--- src/rtl/nic_inject_queue.sv ---
// nic_inject_queue
// ----------------
// This is the injection queue at the network interface. It sits just upstream
// of the router's input pipeline registers. Flits from the local PE are
// buffered here. The head flit is offered to the router's injection port with
// first-word-fall-through timing.
//
// Optional feature macro: NIC_INJ_STARVE_EN
//   When it is defined, a head-of-line wait counter drives 'starve'.
//   When it is undefined, 'starve' is tied low.
//
// Ports:
//   clk        - single clock; all state changes on the rising edge
//   reset      - synchronous, active-high reset
//   in_flit    - flit from the PE
//   in_valid   - PE presents in_flit
//   in_ready   - queue can accept a flit this cycle (not full)
//   out_flit   - head flit offered to the router (0 when empty)
//   out_valid  - a head flit is present
//   out_grant  - router consumes the head flit this cycle
//   count      - current occupancy, 0..DEPTH
//   starve     - head flit has waited STARVE_LIMIT cycles
module nic_inject_queue #(
  parameter int DATA_WIDTH   = 64,
  parameter int DEPTH        = 8,
  parameter int CNT_WIDTH    = 4,
  parameter int STARVE_LIMIT = 15
) (
  input  logic                  clk,
  input  logic                  reset,
  input  logic [DATA_WIDTH-1:0] in_flit,
  input  logic                  in_valid,
  output logic                  in_ready,
  output logic [DATA_WIDTH-1:0] out_flit,
  output logic                  out_valid,
  input  logic                  out_grant,
  output logic [CNT_WIDTH-1:0]  count,
  output logic                  starve
);

  localparam int PTR_W = $clog2(DEPTH);

  // Reject parameter combinations that would silently break pointer wrap,
  // the occupancy range or the 8-bit wait counter.
  generate
    if (DEPTH < 2 || (DEPTH & (DEPTH - 1)) != 0) begin : g_badDepth
      $error("nic_inject_queue: DEPTH must be a power of 2 and at least 2");
    end
    if (CNT_WIDTH != PTR_W + 1) begin : g_badCntWidth
      $error("nic_inject_queue: CNT_WIDTH must equal log2(DEPTH)+1");
    end
    if (STARVE_LIMIT < 1 || STARVE_LIMIT > 255) begin : g_badLimit
      $error("nic_inject_queue: STARVE_LIMIT must be in 1..255");
    end
  endgenerate

  logic [DATA_WIDTH-1:0] r_mem [DEPTH];
  logic [PTR_W-1:0]      r_wrPtr;
  logic [PTR_W-1:0]      r_rdPtr;
  logic [CNT_WIDTH-1:0]  r_count;
  logic                  w_write;
  logic                  w_read;

  // Handshake status comes only from the registered count. Because of this, a
  // full queue refuses a new flit even when a grant frees a slot in the same
  // cycle. This keeps in_ready off the router's grant timing path.
  assign in_ready  = (r_count != CNT_WIDTH'(DEPTH));
  assign out_valid = (r_count != '0);
  assign w_write   = in_valid && in_ready;
  assign w_read    = out_valid && out_grant;
  assign out_flit  = out_valid ? r_mem[r_rdPtr] : '0;
  assign count     = r_count;

  // Pointer and occupancy bookkeeping. Pointers are exactly log2(DEPTH) bits
  // wide, so they wrap on their own. Reset discards everything queued. It also
  // overrides any write or grant in the same cycle.
  always_ff @(posedge clk) begin
    if (reset) begin
      r_wrPtr <= '0;
      r_rdPtr <= '0;
      r_count <= '0;
    end else begin
      if (w_write) begin
        r_wrPtr <= r_wrPtr + PTR_W'(1);
      end
      if (w_read) begin
        r_rdPtr <= r_rdPtr + PTR_W'(1);
      end
      case ({w_write, w_read})
        2'b10:   r_count <= r_count + CNT_WIDTH'(1);
        2'b01:   r_count <= r_count - CNT_WIDTH'(1);
        default: r_count <= r_count;
      endcase
    end
  end

  // Flit storage is deliberately left unreset. The out_flit mux already hides
  // stale entries whenever the queue is empty.
  always_ff @(posedge clk) begin
    if (w_write && !reset) begin
      r_mem[r_wrPtr] <= in_flit;
    end
  end

`ifdef NIC_INJ_STARVE_EN
  localparam logic [7:0] LIMIT = 8'(STARVE_LIMIT);

  logic [7:0] r_waitCnt;
  logic [7:0] w_waitNext;
  logic       r_starve;

  // The wait counter counts cycles in which the head flit is offered but not
  // taken, and it saturates at the limit. A read or an empty queue restarts it.
  always_comb begin
    w_waitNext = r_waitCnt;
    if (w_read || !out_valid) begin
      w_waitNext = '0;
    end else if (r_waitCnt != LIMIT) begin
      w_waitNext = r_waitCnt + 8'd1;
    end
  end

  // starve is computed from the next counter value and then registered. As a
  // result, it drops on the same edge that consumes the starving flit.
  always_ff @(posedge clk) begin
    if (reset) begin
      r_waitCnt <= '0;
      r_starve  <= 1'b0;
    end else begin
      r_waitCnt <= w_waitNext;
      r_starve  <= (w_waitNext == LIMIT);
    end
  end

  assign starve = r_starve;
`else
  assign starve = 1'b0;
`endif

endmodule

--- config.mk ---
export PLATFORM = sky130hd
export DESIGN_NAME = nic_inject_queue
export DESIGN_NICKNAME = d
export VERILOG_FILES = /design/src/rtl/nic_inject_queue.sv
export SDC_FILE = /design/constraint.sdc
export NUM_CORES = 1
export LEC_CHECK = 0
export BUFFER_PORTS_ARGS = -buffer_cell sky130_fd_sc_hd__buf_4
export CORE_MARGIN = 3
export CORE_UTILIZATION = 55
export DETAILED_ROUTE_END_ITERATION = 10
export PLACE_DENSITY = 0.74
export SKIP_LAST_GASP = 1
export SYNTH_ARGS = -nofsm -noshare
export SYNTH_HDL_FRONTEND = slang
export SYNTH_SLANG_ARGS = --single-unit
--- constraint.sdc ---
create_clock -name clk -period 9.6 [get_ports clk]
set_clock_uncertainty 0.05 [all_clocks]
set_input_delay 1.44 -clock clk [delete_from_list [all_inputs] [get_ports clk]]
set_output_delay 1.44 -clock clk [all_outputs]
set_load 0.01 [all_outputs]
==> results by stage <==
Run status:
- The flow ran to the end, and the final reports show no timing, DRC or antenna violations.

Timing:
- The count of final hold-check violations is 0.
- The number of pins with negative max-slew slack in the final report came to 0.
- The fraction of the cycle the final worst path needs is 0.5134.
- Adding up every negative setup slack in the final design gives 0 ns.
- Setup repair after global routing left no endpoint under its margin.
- Setup violations remaining at the end of the flow were counted as 0.
- The maximum frequency from static timing analysis is 202.9 MHz.
- At the pin with the least slew margin, the transition time is 1.104 ns.
- The worst path setup slack after routing is 4.672 ns.
- The smallest clock period supported by the final layout is computed as 4.928 ns.
- The tightest slew margin relative to the limit is 0.2643.

Setup path:
- At the worst endpoint, the required time is 8.11 ns.
- The largest individual stage delay along the critical path comes from the cell sky130_fd_sc_hd__buf_4.
- Of all nets on the critical path, the largest fanout is 54.
- The worst setup path is captured at an output pin.
- The category of cells accounting for the largest share of critical-path delay is buffers and inverters.
- The most frequent cell on the critical path is sky130_fd_sc_hd__buf_4.
- Data on the critical path arrives at its endpoint at 3.44 ns.
- The capturing point of the worst reg2reg path is count[2].
- The longest individual stage delay on the worst path is 0.94 ns.
- The signal on the critical path passes through buf_4, mux4_2, mux2i_1, nor2_1, buf_4.
- The critical path contains buffers and inverters numbering 2 combined.
- For flop-to-flop paths, the worst setup slack is 6.32 ns.
- The launching element type of the critical path is a flop.
- The worst reg2reg path depth is 11.
- The worst reg2reg path startpoint is count[1].
- The class of the most critical setup path is flop to output pin.

Placed design:
- Summed over all nets, the half-perimeter wirelength after detailed placement is 19550 um.
- The weighted congestion at the end of routability-driven global placement is 0.6901.
- At the placement stage, the worst setup path has a slack of 5.093 ns.
- The placement-stage cell area is 21660 um^2.
- The count of buffers inserted at the top-level ports is 137.

Power:
- Of the total power, the share spent switching nets is 0.2659.
- The combinational share of power is 0.237.
- Internal power comes to 4.342 mW.
- The overall power after layout is 5.915 mW.
- Summed over all nets, the switching power comes to 1.573 mW.
- Of the total power, registers draw 0.456.
- The power per unit of standard cell area is 255.4 nW/um^2.
- Of the total power, the clock network draws 0.307.
- The peak supply drop is 0.2044 mV.
- The static leakage is 7.344 nW.

Drt:
- The count of TritonRoute iterations in the first routing pass is 5.
- The average wire per cell in the routed design is 24.80 um.
- Summing over every cut layer, the via total after detailed routing is 9186.
- The total DRC errors in the routed layout is 0.
- The number of nets with antenna violations after detailed routing is 0.
- After detailed routing, the total wire length is 38420 um.
- The first routing iteration left 726 violations.
- Dividing the detail-routed via count by the number of cells gives 5.930.

Hold path:
- The cell count of the worst hold path is 2.
- In this run the worst hold path is classified as flop to flop.
- The beginning of the worst hold path is r_rdPtr[1].

Synthesis:
- By area, the combinational part of the netlist is dominated by multiplexers.
- The area fraction of the dominant cell type after synthesis is 0.7627.
- Of the total synthesized cell area, the portion taken by AND, OR, NAND and NOR gates is 0.02228.
- The multiplexer fraction of the synthesized cell area is 0.1769.
- The fraction of the yosys area taken by sequential cells is 0.7756.
- The post-synthesis share of cell area spent on xor and xnor gates is 0.003786.
- The number of distinct standard cells referenced by the synthesized netlist is 35.
- The synthesized-area fraction occupied by adder cells is 0.003103.
- Yosys attributes the largest share of cell area to sky130_fd_sc_hd__edfxtp_1 76%, sky130_fd_sc_hd__mux4_2 14%, sky130_fd_sc_hd__mux2i_1 3.3%, sky130_fd_sc_hd__nor2_1 1.5%, sky130_fd_sc_hd__dfxtp_1 1.3%.
- The area fraction in compound gates after synthesis came to 0.002048.
- Synthesis produced a netlist whose cell count is 888.
- The number of nets in the synthesized netlist is 961.
- The synthesized area divided by synthesized cell count is 22.70 um^2.
- The count of yosys warnings during synthesis is 0.
- Synthesis inferred 525 register bits.
- The cell type with the highest aggregate area in the netlist is sky130_fd_sc_hd__edfxtp_1.
- In this run the cell area of the synthesized design comes to 20160 um^2.

Floorplanning:
- The area of the die is 38980 um^2.
- The core region is 35830 um^2.
- From bottom edge to top edge, the die measures 197.4 um.
- The die is 197.4 um wide.
- The total I/O pin count is 139.
- The initial utilization of the core area, before any placement, comes to 0.5626.
- The floorplan has 69 rows.

Global route:
- For this run the aggregate overflow at the end of global routing stands at 0.
- Across every metal layer, demand over resource in global routing totals 0.2003.
- The number of antenna violations at the first check in global routing is 2.
- The pin count of the biggest net entering global routing is 72.
- The first global-routing pass estimated 58410 um of wire.
- The number of global-route vias before repair is 9623.

Clocking:
- The post-CTS setup buffer count is 0.
- The register clock-pin slew on the reported worst setup and hold paths is 0.06 ns.
- The post-cts hold buffer count is 0.
- The clock tree from TritonCTS is yes.
- The clock tree synthesis step divided the H-tree into 2 levels.
- The deepest clock path buffer count is 3.
- The quantity of gates resized following cts is 0.
- The number of clock buffers added by TritonCTS is 50.
- The clock latency at the later pin of the worst-skew pair is 0.56 ns.
- The number of sinks driven by the clock tree is 525.
- The master cell of the clock root buffer is sky130_fd_sc_hd__clkbuf_16.

Final layout:
- The share of cells above drive strength 1 is 0.3382.
- Relative to the synthesized area, the layout overhead comes to 14.90%.
- The final-stage net count is 1123.
- The number of fillers in the final layout is 2316.
- The finished cells cover 23160 um^2.
- Measured on the finished design, the core utilization comes to 0.6464.
- The final antenna diode count is 0.

Job:
- Across the run, the number of max-cap violations was 0.
## power groups by stage
stage	registers, mW	logic (mW)	clock network [mW]
after floorplan	2.70	0.971	0
after global placement	2.75	1.42	0
after detailed placement	2.75	1.43	0
after CTS	2.70	1.44	1.86
after global routing	2.72	1.51	1.95
final	2.70	1.40	1.82
## synthesized netlist by cell type, drive strengths merged
library cell  count
nor3              4
or3               1
o41ai             1
or4b              1
nand2             5
nor2             78
edfxtp          512
ha                5
dfxtp            13
o21ai             1
buf              31
mux2i            66
mux4            128
nor2b             1
and2              1
clkbuf           16
nor4              2
conb              1
a41oi             1
a21oi             3
inv               1
xor2              6
nand3b            1
nor4b             2
mux2              2
xnor2             1
nand3             4
## cell type report
class	count	area [um^2]	area share
clock inverters	23	153.9	0.006645
multi-input cells	315	4255	0.1837
well taps	461	576.8	0.02490
repair buffers	157	1179	0.05089
clock buffers	67	1346	0.05813
flip-flops and latches	525	15650	0.6755
inverters	1	3.754	0.0001621
## cell usage in the layout, fill, tap and decap left out, types with 2 or more instances in the layout
cell type,netlist,routed
sky130_fd_sc_hd__clkbuf_16,0,51
sky130_fd_sc_hd__edfxtp_1,512,512
sky130_fd_sc_hd__nor3_2,0,3
sky130_fd_sc_hd__nor2_4,0,3
sky130_fd_sc_hd__a21oi_1,2,2
sky130_fd_sc_hd__mux4_2,128,128
sky130_fd_sc_hd__nand3_1,3,3
sky130_fd_sc_hd__nand2_1,3,3
sky130_fd_sc_hd__ha_1,5,5
sky130_fd_sc_hd__clkinv_2,0,8
sky130_fd_sc_hd__buf_4,2,157
sky130_fd_sc_hd__nor2_1,78,75
sky130_fd_sc_hd__mux2i_1,66,66
sky130_fd_sc_hd__nor4_2,0,2
sky130_fd_sc_hd__dfxtp_1,13,10
sky130_fd_sc_hd__xor2_1,5,5
sky130_fd_sc_hd__clkbuf_1,16,15
sky130_fd_sc_hd__bufinv_16,0,2
sky130_fd_sc_hd__dfxtp_4,0,3
sky130_fd_sc_hd__clkinv_1,0,12
## through the flow
| step | hold slack, ns | instances |
|---|---|---|
| 2_1_floorplan | 0.4347 | 888 |
| 3_3_place_gp | 0.4504 | 1459 |
| 3_5_place_dp | 0.4764 | 1459 |
| 4_1_cts | 0.4896 | 1549 |
| 5_1_grt | 0.5299 | 1549 |
| 6_report | 0.4938 | 1549 |
## registers in the layout, summed over array words and instances (netlist names), named ones only
signal   cells
r_wrPtr      3
count        4
r_rdPtr      3
r_mem      512
## worst min-delay path, delay by kind of cell (launching register included)
| family | cells | cell delay (ns) |
|---|---|---|
| DFF | 1 | 0.31 |
| muxes | 1 | 0.12 |
| and+or+nand+nor | 1 | 0.07 |
## kinds of logic (layout without fill, tap and decap cells)
kind of cell | Yosys count | count (layout)
compound gates | 6 | 6
xor+xnor | 7 | 7
fa+ha+maj | 5 | 5
buf+inv | 48 | 248
flops | 525 | 525
mux | 196 | 196
other cells | 1 | 1
simple gates | 100 | 100
## per-layer routing
metal	global-route usage	vias up	wire length, um
met4	0.05121	2	735
met1	0.2790	4882	15980
li1	-	4001	-
met3	0.04059	56	2331
met5	0	-	13
met2	0.3321	245	19360
## worst max path at each step
stage	endpoint	slack [ns]	cells past startpoint
floorplan	r_mem[0][0]	0.72	2
global placement	out_flit[56]	5.09	5
detailed placement	out_flit[44]	5.09	5
CTS	out_flit[44]	4.50	5
global route	out_flit[44]	4.31	5
finish	out_flit[44]	4.67	5
Note: power is estimated with default switching activity, not from simulation.
